[src/rtl/alu_ctrl_stage.sv]
// -----------------------------------------------------------------------------
// alu_ctrl_stage
// Single registered decode stage that turns a MIPS-style opcode/funct/immediate
// into ALU control: the ALU operation code, the operand-B select, the shift
// amount select, and the extended immediate. Unsupported encodings are flagged
// as illegal, and the stage keeps a saturating count of accepted illegal
// instructions. A valid/ready handshake on both sides gives full throughput.
//
// Ports
//   clock, reset        : single clock, synchronous active-high reset
//   flush               : drop the held entry and refuse input this cycle
//   in_valid / in_ready : upstream handshake (in_ready is combinational)
//   opcode, funct, imm  : raw instruction fields
//   out_valid/out_ready : downstream handshake
//   funct_for_alu       : ALU operation code
//   alu_src_imm         : operand B is imm_ext (1) or a register (0)
//   shift_src_shamt     : shift amount from shamt (1) or rs (0)
//   imm_ext             : extended immediate (0 for non-immediate instructions)
//   illegal             : held entry is unsupported
//   illegal_count       : saturating count of accepted illegal instructions
// -----------------------------------------------------------------------------
module alu_ctrl_stage #(
  parameter int NB_FUNCTION = 6,
  parameter int NB_OP       = 6,
  parameter int NB_OP_ALU   = 6,
  parameter int NB_DATA     = 32,
  parameter int NB_ERR_CNT  = 8
) (
  input  logic                   clock,
  input  logic                   reset,
  input  logic                   flush,
  input  logic                   in_valid,
  output logic                   in_ready,
  input  logic [NB_OP-1:0]       opcode,
  input  logic [NB_FUNCTION-1:0] funct,
  input  logic [15:0]            imm,
  output logic                   out_valid,
  input  logic                   out_ready,
  output logic [NB_OP_ALU-1:0]   funct_for_alu,
  output logic                   alu_src_imm,
  output logic                   shift_src_shamt,
  output logic [NB_DATA-1:0]     imm_ext,
  output logic                   illegal,
  output logic [NB_ERR_CNT-1:0]  illegal_count
);

  // ALU operation codes
  localparam logic [NB_OP_ALU-1:0] ALU_ADD = NB_OP_ALU'(6'b100000);
  localparam logic [NB_OP_ALU-1:0] ALU_SUB = NB_OP_ALU'(6'b100010);
  localparam logic [NB_OP_ALU-1:0] ALU_AND = NB_OP_ALU'(6'b100100);
  localparam logic [NB_OP_ALU-1:0] ALU_OR  = NB_OP_ALU'(6'b100101);
  localparam logic [NB_OP_ALU-1:0] ALU_XOR = NB_OP_ALU'(6'b100110);
  localparam logic [NB_OP_ALU-1:0] ALU_NOR = NB_OP_ALU'(6'b100111);
  localparam logic [NB_OP_ALU-1:0] ALU_SLT = NB_OP_ALU'(6'b101010);
  localparam logic [NB_OP_ALU-1:0] ALU_SLL = NB_OP_ALU'(6'b000000);
  localparam logic [NB_OP_ALU-1:0] ALU_SRL = NB_OP_ALU'(6'b000010);
  localparam logic [NB_OP_ALU-1:0] ALU_SRA = NB_OP_ALU'(6'b000011);
  localparam logic [NB_OP_ALU-1:0] ALU_LUI = NB_OP_ALU'(6'b001111);

  // Opcodes
  localparam logic [NB_OP-1:0] OP_RTYPE = NB_OP'(6'b000000);
  localparam logic [NB_OP-1:0] OP_ADDI  = NB_OP'(6'b001000);
  localparam logic [NB_OP-1:0] OP_SLTI  = NB_OP'(6'b001010);
  localparam logic [NB_OP-1:0] OP_ANDI  = NB_OP'(6'b001100);
  localparam logic [NB_OP-1:0] OP_ORI   = NB_OP'(6'b001101);
  localparam logic [NB_OP-1:0] OP_XORI  = NB_OP'(6'b001110);
  localparam logic [NB_OP-1:0] OP_LUI   = NB_OP'(6'b001111);

  // R-type funct values
  localparam logic [NB_FUNCTION-1:0] F_SLL  = NB_FUNCTION'(6'b000000);
  localparam logic [NB_FUNCTION-1:0] F_SRL  = NB_FUNCTION'(6'b000010);
  localparam logic [NB_FUNCTION-1:0] F_SRA  = NB_FUNCTION'(6'b000011);
  localparam logic [NB_FUNCTION-1:0] F_SLLV = NB_FUNCTION'(6'b000100);
  localparam logic [NB_FUNCTION-1:0] F_SRLV = NB_FUNCTION'(6'b000110);
  localparam logic [NB_FUNCTION-1:0] F_SRAV = NB_FUNCTION'(6'b000111);
  localparam logic [NB_FUNCTION-1:0] F_ADDU = NB_FUNCTION'(6'b100001);
  localparam logic [NB_FUNCTION-1:0] F_SUBU = NB_FUNCTION'(6'b100011);
  localparam logic [NB_FUNCTION-1:0] F_AND  = NB_FUNCTION'(6'b100100);
  localparam logic [NB_FUNCTION-1:0] F_OR   = NB_FUNCTION'(6'b100101);
  localparam logic [NB_FUNCTION-1:0] F_XOR  = NB_FUNCTION'(6'b100110);
  localparam logic [NB_FUNCTION-1:0] F_NOR  = NB_FUNCTION'(6'b100111);
  localparam logic [NB_FUNCTION-1:0] F_SLT  = NB_FUNCTION'(6'b101010);

  // Immediate extension variants. The size casts avoid zero-width
  // replications when NB_DATA is exactly 16.
  logic [NB_DATA-1:0] sign_ext;
  logic [NB_DATA-1:0] zero_ext;
  logic [NB_DATA-1:0] lui_ext;

  assign sign_ext = NB_DATA'($signed(imm));
  assign zero_ext = NB_DATA'(imm);
  assign lui_ext  = zero_ext << (NB_DATA - 16);

  // Combinational decode of the incoming fields
  logic [NB_OP_ALU-1:0] dec_alu;
  logic                 dec_src_imm;
  logic                 dec_shamt;
  logic [NB_DATA-1:0]   dec_ext;
  logic                 dec_illegal;

  always_comb begin
    dec_alu     = '0;
    dec_src_imm = 1'b0;
    dec_shamt   = 1'b0;
    dec_ext     = '0;
    dec_illegal = 1'b0;
    if (opcode == OP_RTYPE) begin
      case (funct)
        F_SLL:   begin dec_alu = ALU_SLL; dec_shamt = 1'b1; end
        F_SRL:   begin dec_alu = ALU_SRL; dec_shamt = 1'b1; end
        F_SRA:   begin dec_alu = ALU_SRA; dec_shamt = 1'b1; end
        F_SLLV:  dec_alu = ALU_SLL;
        F_SRLV:  dec_alu = ALU_SRL;
        F_SRAV:  dec_alu = ALU_SRA;
        F_ADDU:  dec_alu = ALU_ADD;
        F_SUBU:  dec_alu = ALU_SUB;
        F_AND:   dec_alu = ALU_AND;
        F_OR:    dec_alu = ALU_OR;
        F_XOR:   dec_alu = ALU_XOR;
        F_NOR:   dec_alu = ALU_NOR;
        F_SLT:   dec_alu = ALU_SLT;
        default: dec_illegal = 1'b1;
      endcase
    end else begin
      dec_src_imm = 1'b1;
      case (opcode)
        OP_ADDI: begin dec_alu = ALU_ADD; dec_ext = sign_ext; end
        OP_SLTI: begin dec_alu = ALU_SLT; dec_ext = sign_ext; end
        OP_ANDI: begin dec_alu = ALU_AND; dec_ext = zero_ext; end
        OP_ORI:  begin dec_alu = ALU_OR;  dec_ext = zero_ext; end
        OP_XORI: begin dec_alu = ALU_XOR; dec_ext = zero_ext; end
        OP_LUI:  begin dec_alu = ALU_LUI; dec_ext = lui_ext;  end
        default: begin
          dec_src_imm = 1'b0;
          dec_illegal = 1'b1;
        end
      endcase
    end
  end

  // Output register and handshake
  logic                  out_valid_reg;
  logic [NB_OP_ALU-1:0]  alu_reg;
  logic                  src_imm_reg;
  logic                  shamt_reg;
  logic [NB_DATA-1:0]    ext_reg;
  logic                  illegal_reg;
  logic [NB_ERR_CNT-1:0] cnt_reg;
  logic                  accept;
  logic                  consume;

  // While reset is held the register is about to be cleared, so upstream
  // sees the stage as empty.
  assign in_ready = (!out_valid_reg || out_ready || reset) && !flush;
  assign accept   = in_valid && in_ready;
  assign consume  = out_valid_reg && out_ready;

  always_ff @(posedge clock) begin
    if (reset) begin
      out_valid_reg <= 1'b0;
      alu_reg       <= '0;
      src_imm_reg   <= 1'b0;
      shamt_reg     <= 1'b0;
      ext_reg       <= '0;
      illegal_reg   <= 1'b0;
      cnt_reg       <= '0;
    end else if (flush) begin
      // Data fields keep stale values; only the valid flag is dropped.
      out_valid_reg <= 1'b0;
    end else if (accept) begin
      out_valid_reg <= 1'b1;
      alu_reg       <= dec_alu;
      src_imm_reg   <= dec_src_imm;
      shamt_reg     <= dec_shamt;
      ext_reg       <= dec_ext;
      illegal_reg   <= dec_illegal;
      if (dec_illegal && (cnt_reg != '1)) begin
        cnt_reg <= cnt_reg + NB_ERR_CNT'(1);
      end
    end else if (consume) begin
      out_valid_reg <= 1'b0;
    end
  end

  assign out_valid       = out_valid_reg;
  assign funct_for_alu   = alu_reg;
  assign alu_src_imm     = src_imm_reg;
  assign shift_src_shamt = shamt_reg;
  assign imm_ext         = ext_reg;
  assign illegal         = illegal_reg;
  assign illegal_count   = cnt_reg;

endmodule
[config.mk]
export PLATFORM = sky130hd
export DESIGN_NAME = alu_ctrl_stage
export DESIGN_NICKNAME = d
export VERILOG_FILES = /design/src/rtl/alu_ctrl_stage.sv
export SDC_FILE = /design/constraint.sdc
export NUM_CORES = 1
export LEC_CHECK = 0
export ABC_AREA = 1
export CAP_MARGIN = 10
export CORE_MARGIN = 3
export CORE_UTILIZATION = 35
export CTS_CLUSTER_DIAMETER = 40
export CTS_CLUSTER_SIZE = 8
export DETAILED_ROUTE_END_ITERATION = 10
export SYNTH_ARGS = -nofsm -noshare
export SYNTH_HDL_FRONTEND = slang
export SYNTH_SLANG_ARGS = --single-unit
[constraint.sdc]
create_clock -name clock -period 2.2 [get_ports clock]
set_input_delay 0.55 -clock clock [delete_from_list [all_inputs] [get_ports clock]]
set_output_delay 0.55 -clock clock [all_outputs]
set_load 0.02 [all_outputs]
After elaboration in Yosys (flattened, before gate mapping)
Cells that the tools add are included.
{"block": "word_totals", "mem_bits_rw": 0, "latchBits": 0, "n_memories": 0, "mem_bits_ro": 0, "word_cells": 63, "inputBits": 33, "reg_bits": 50, "out_inout_bits": 51}
{"block": "classes", "multipliers": 0, "shifts": 0, "n_addsub": 1, "eq_ne": 19, "n_mux": 14, "reduce_logical": 21, "order_cmp": 0, "bitwise": 1, "n_div": 0}
{"op": "case mux 32 bit (3 select lines)", "n": 1}
{"op": "case mux 6 bit (9 select lines)", "n": 1}
{"op": "== test 6 bit, second input constant", "n": 7}
{"op": "== test 6 x 4 -> 1 bit, second input constant", "n": 6}
{"op": "case mux 6 bit (6 select lines)", "n": 1}
{"op": "2-to-1 mux 32 bit", "n": 1}
{"op": "== test 6 x 3 -> 1 bit, second input constant", "n": 3}
{"op": "OR reduction 13 bit", "n": 1}
{"op": "== test 6 x 2 -> 1 bit, second input constant", "n": 2}
{"op": "zero test 6 bit", "n": 2}
{"op": "2-to-1 mux 1 bit", "n": 9}
{"op": "adder 8 x 1 -> 8 bit, second input constant", "n": 1}
{"op": "!= test 8 bit, second input constant", "n": 1}
{"op": "OR reduction 2 bit", "n": 4}
{"op": "2-to-1 mux 6 bit", "n": 1}
{"op": "OR reduction 3 bit", "n": 2}
{"op": "OR reduction 6 bit", "n": 1}
{"op": "logical AND 1 bit", "n": 4}
{"op": "AND reduction 3 bit", "n": 1}
{"op": "zero test 1 bit", "n": 2}
{"op": "logical OR 1 bit", "n": 2}
{"op": "AND reduction 2 bit", "n": 1}
{"op": "nonzero test 2 bit", "n": 1}
{"op": "inverter 1 bit", "n": 1}

Longest topological paths before layout
{"block": "logic_depth", "word_depth": 6, "mapped_depth": 12, "ltp_nobuf": 10}

Worst setup path after synthesis
Ideal clock, no wire load.
{"block": "synth_path", "kind": "input port to output port", "start": "input port reset", "end": "output port in_ready", "n_path_buf": 1, "slack_ns": 0.606, "t_arrival_ns": 1.044, "path_stages": 5, "cell_sequence": "buf_4 inv_2 nand3_2 nand2_2 inv_1"}
{"block": "synth_between", "elab_chain_cells": 2}
{"element": "start, declared", "line_no": "30", "rtl": "input logic reset,"}
{"element": "logical OR 1 bit", "line_no": "154", "rtl": "assign in_ready = (!out_valid_reg || out_ready || reset) && !flush;"}
{"element": "logical AND 1 bit", "line_no": "154"}
{"element": "end, declared", "line_no": "33", "rtl": "output logic in_ready,"}
Every way passes these cells.

Worst setup path in the final report
Ends and elaborated chain as after synthesis.

==> results_tabular.tex <==
\begin{tabular}{lr}
\hline
Metric & Value \\
\hline
\multicolumn{2}{l}{\textbf{Floorplan}} \\
Die Width & about 88 µm \\
Die boundary height & 88.3 µm \\
Total Die Area & approximately 0.0078 mm² \\
Area of the core region & 0.00646 mm² \\
Number of standard-cell rows in the floorplan & 29 \\
Number of I/O pins & 84 \\
Starting utilization of the core area & 36.7\% \\
\multicolumn{2}{l}{\textbf{Setup path}} \\
Highest-delay cell along the critical path & sky130\_fd\_sc\_hd\_\_clkdlybuf4s50\_1 \\
Reg-to-reg slack, setup & about 0.66 ns \\
Worst setup EP type & output pin \\
Critical Path Start Type & primary input \\
Sequence of cells on the critical path & clkdlybuf4s50\_1 -> inv\_2 -> nand3\_2 -> nand2\_2 -> inv\_1 -> clkdlybuf4s15\_1 \\
Gate family responsible for the most delay along the worst path & buffers and inverters \\
Crit-path max cell delay & 0.49 ns \\
CP required & 1.65 ns \\
Buffering stage count on the worst path with inverters included & 4 \\
Crit path arrival time & 1.57 ns \\
Classification of the worst setup path & primary input to output pin \\
CP Max Fanout & 2 \\
\multicolumn{2}{l}{\textbf{Timing}} \\
Crit share post-route & 96.3\% \\
Min Clock Period, post-route & between 2 and 2.5 ns \\
Count of endpoints failing hold in the final timing report & 0 \\
Clk\_skew & 0.00669 ns \\
Sum of negative setup slack & 0 ns \\
Final setup fails & 0 \\
Max-slew violation count & 0 \\
Min setup slack post-route & approximately 0.08 ns \\
F\_max & 0.472 GHz \\
Unrepaired setup endpoints after global routing & false \\
\multicolumn{2}{l}{\textbf{Yosys}} \\
Syn Nets & 381 \\
Post-synthesis cell count & about 350 \\
Area fraction of the dominant cell type after synthesis & about two fifths \\
Average size of a mapped cell & 6.83 µm² \\
Flip-flop and latch count after synthesis & 49 \\
Synth warn & 0 \\
Post-synth top area cell & sky130\_fd\_sc\_hd\_\_dfxtp\_1 \\
Share of the yosys chip area belonging to registers & 41.4\% \\
Count of cell types in the netlist & 26 \\
Largest cells by area after synthesis & sky130\_fd\_sc\_hd\_\_dfxtp\_1 41\%, sky130\_fd\_sc\_hd\_\_nand2\_1 13\%, sky130\_fd\_sc\_hd\_\_a21oi\_1 8.9\% \\
Post-synthesis cell area & between 0.002 and 0.0025 mm² \\
\multicolumn{2}{l}{\textbf{Place}} \\
Post-placement cell area & roughly 0.0033 mm² \\
GP Congestion & 0.780 \\
HPWL reported at the end of detailed placement & 4750 µm \\
Worst Setup Slack post-DPL & -0.229 ns \\
Count of port buffers added during placement & 82 \\
\multicolumn{2}{l}{\textbf{Global route}} \\
Via count of the first global-routing pass & 2,374 \\
Overall routing resource usage & 17.1\% \\
Antenna violations before repair & 0 \\
Maximum number of pins on one net before global-route repair & 43 \\
Wire length of the first global-routing pass & between 10,000 and 15,000 µm \\
Remaining global-route overflow & 0 \\
\multicolumn{2}{l}{\textbf{Routing}} \\
Antenna-violating nets left & 0 \\
Total routed wire length on the met1 layer & 3050 µm \\
Total DRC errors in the routed layout & 0 \\
Detailed-route vias per instance & slightly below 5 \\
Final WL & 6430 µm \\
DRT Pass-1 Iters & 4 \\
Routed wire length per instance & between 10 and 15 µm \\
Met3 wire length & 310 µm \\
Routed via count & approximately 2,500 \\
Total length of routed met2 wires & 2990 µm \\
Number of DRC markers in iteration 0 & 82 \\
Top sig layer & met4 \\
\multicolumn{2}{l}{\textbf{Run}} \\
Max-capacitance violation count & 0 \\
\multicolumn{2}{l}{\textbf{Final layout}} \\
Filler instances & slightly above 600 \\
Count of inserted antenna diode cells & 0 \\
Share of layout cells above drive strength 1 & 9.20\% \\
Design area & 0.00343 mm² \\
Number of flip-flops in the largest register & 32 \\
Fin nets & approximately 470 \\
Signed area change from the synthesized netlist to the final layout & 44.7\% \\
\multicolumn{2}{l}{\textbf{Clock network}} \\
Number of clock sinks & 49 \\
Maximum number of buffers from clock root to sink & 2 \\
Number of levels in the clock H-tree & 2 \\
Worst-skew pair later-pin latency & 0.30 ns \\
Clk slew on worst S/H paths & approximately 0.090 ns \\
Cell at the root of the clock tree & sky130\_fd\_sc\_hd\_\_clkbuf\_8 \\
Num CTS Buffers & 5 \\
Buffers inserted during post-CTS setup optimization & 0 \\
TritonCTS clock tree & done \\
\multicolumn{2}{l}{\textbf{Power}} \\
Highest ir drop seen on vdd & 0.290 mV \\
Leakage power & 1.38 nW \\
Post-route total power & 1.84 mW \\
Power density over cell area & 535 mW/mm² \\
\multicolumn{2}{l}{\textbf{Outcome}} \\
Run status & finished, final reports clean \\
\multicolumn{2}{l}{\textbf{Worst hold path}} \\
Class of the tightest hold or removal check & register to register \\
\hline
\end{tabular}
==> cell usage after synthesis (all sizes together) <==
cell and n:
nand2 88, buf 14, nand3 32, ha 1, nor3 2, clkbuf 5
nand4 12, inv 45, nor2 28, xnor2 1, o211ai 2, o21ai 22
dfxtp 49, conb 1, a21oi 43, or2 2
==> stage by stage <==
step | hold WS, ns | std cells | utilization (%)
after floorplan | 0.541 | 347 | -
after global placement | 0.451 | 504 | 51.3
after detailed placement | 0.456 | 504 | 51.3
after CTS | 0.469 | 512 | 53.1
after global routing | 0.490 | 512 | 53.1
final | 0.468 | 512 | 53.1
==> cell families after synthesis <==
family,share of synthesized area (%)
adder cells (fa/ha/maj),0.528
flip-flops,41.4
AND/OR/NAND/NOR,31.0
XOR/XNOR,0.369
AO/OA/AOI/OAI,14.7
buffers and inverters,11.9
other,0.158
==> worst reg2reg max path: stages (launching register included) <==
cell and delay, ns:
sky130_fd_sc_hd__dfxtp_1 0.39, sky130_fd_sc_hd__ha_1 0.20, sky130_fd_sc_hd__nand2_1 0.06, sky130_fd_sc_hd__inv_1 0.11, sky130_fd_sc_hd__nand4_1 0.25, sky130_fd_sc_hd__inv_1 0.14
sky130_fd_sc_hd__nor2_1 0.06, sky130_fd_sc_hd__nand3_1 0.08, sky130_fd_sc_hd__nand2_1 0.05, sky130_fd_sc_hd__nand2_1 0.05, sky130_fd_sc_hd__nor2_1 0.03
==> path summary, 6_finish.rpt <==
check	depth (start not counted)	startpoint	endpoint
setup / recovery	6	reset	in_ready
hold / removal	2	imm_ext[9]$_SDFFE_PP0P_	imm_ext[9]$_SDFFE_PP0P_
setup reg to reg	10	illegal_count[1]$_SDFFE_PP0P_	illegal_count[4]$_SDFFE_PP0P_
hold reg to reg	2	imm_ext[9]$_SDFFE_PP0P_	imm_ext[9]$_SDFFE_PP0P_
==> layout make-up <==
type | count | area, µm² | share of cell area [%]
timing repair buffer | 99 | 961 | 28.0
tap | 77 | 96.3 | 2.81
clock inverter | 3 | 46.3 | 1.35
clock buffer | 5 | 68.8 | 2.01
sequential | 49 | 981 | 28.6
multi-input combinational | 234 | 1110 | 32.3
inverter | 45 | 169 | 4.92
==> timing repair <==
action                     in CTS  in global routing
hold buffers                    0                  0
setup endpoints to repair       1                  1
resized for setup               1                  1
==> cell usage in the layout (no fill, tap or decap), drive strengths merged <==
cell type	count
o21ai	22
clkdlybuf4s50	81
o211ai	2
bufinv	1
clkbuf	5
nand2	88
ha	1
conb	1
nor3	2
clkdlybuf4s15	1
clkinvlp	1
nand3	32
a21oi	43
nor2	28
dfxtp	49
xnor2	1
inv	45
or2	2
nand4	12
clkinv	1
buf	17
==> report_power, final <==
| part | switching (mW) | total (mW) | internal [mW] |
|---|---|---|---|
| Clock | 0.317 | 0.658 | 0.341 |
| Combinational | 0.140 | 0.263 | 0.124 |
| Sequential | 0.0120 | 0.914 | 0.902 |
| Total | 0.468 | 1.84 | 1.37 |
==> metal layers <==
metal	vias up	GRT usage (%)
li1	1285	-
met1	1107	22.8
met2	61	28.0
met3	7	3.54
met4	0	5.08
met5	-	0
Note: power is estimated with default switching activity, not from simulation.
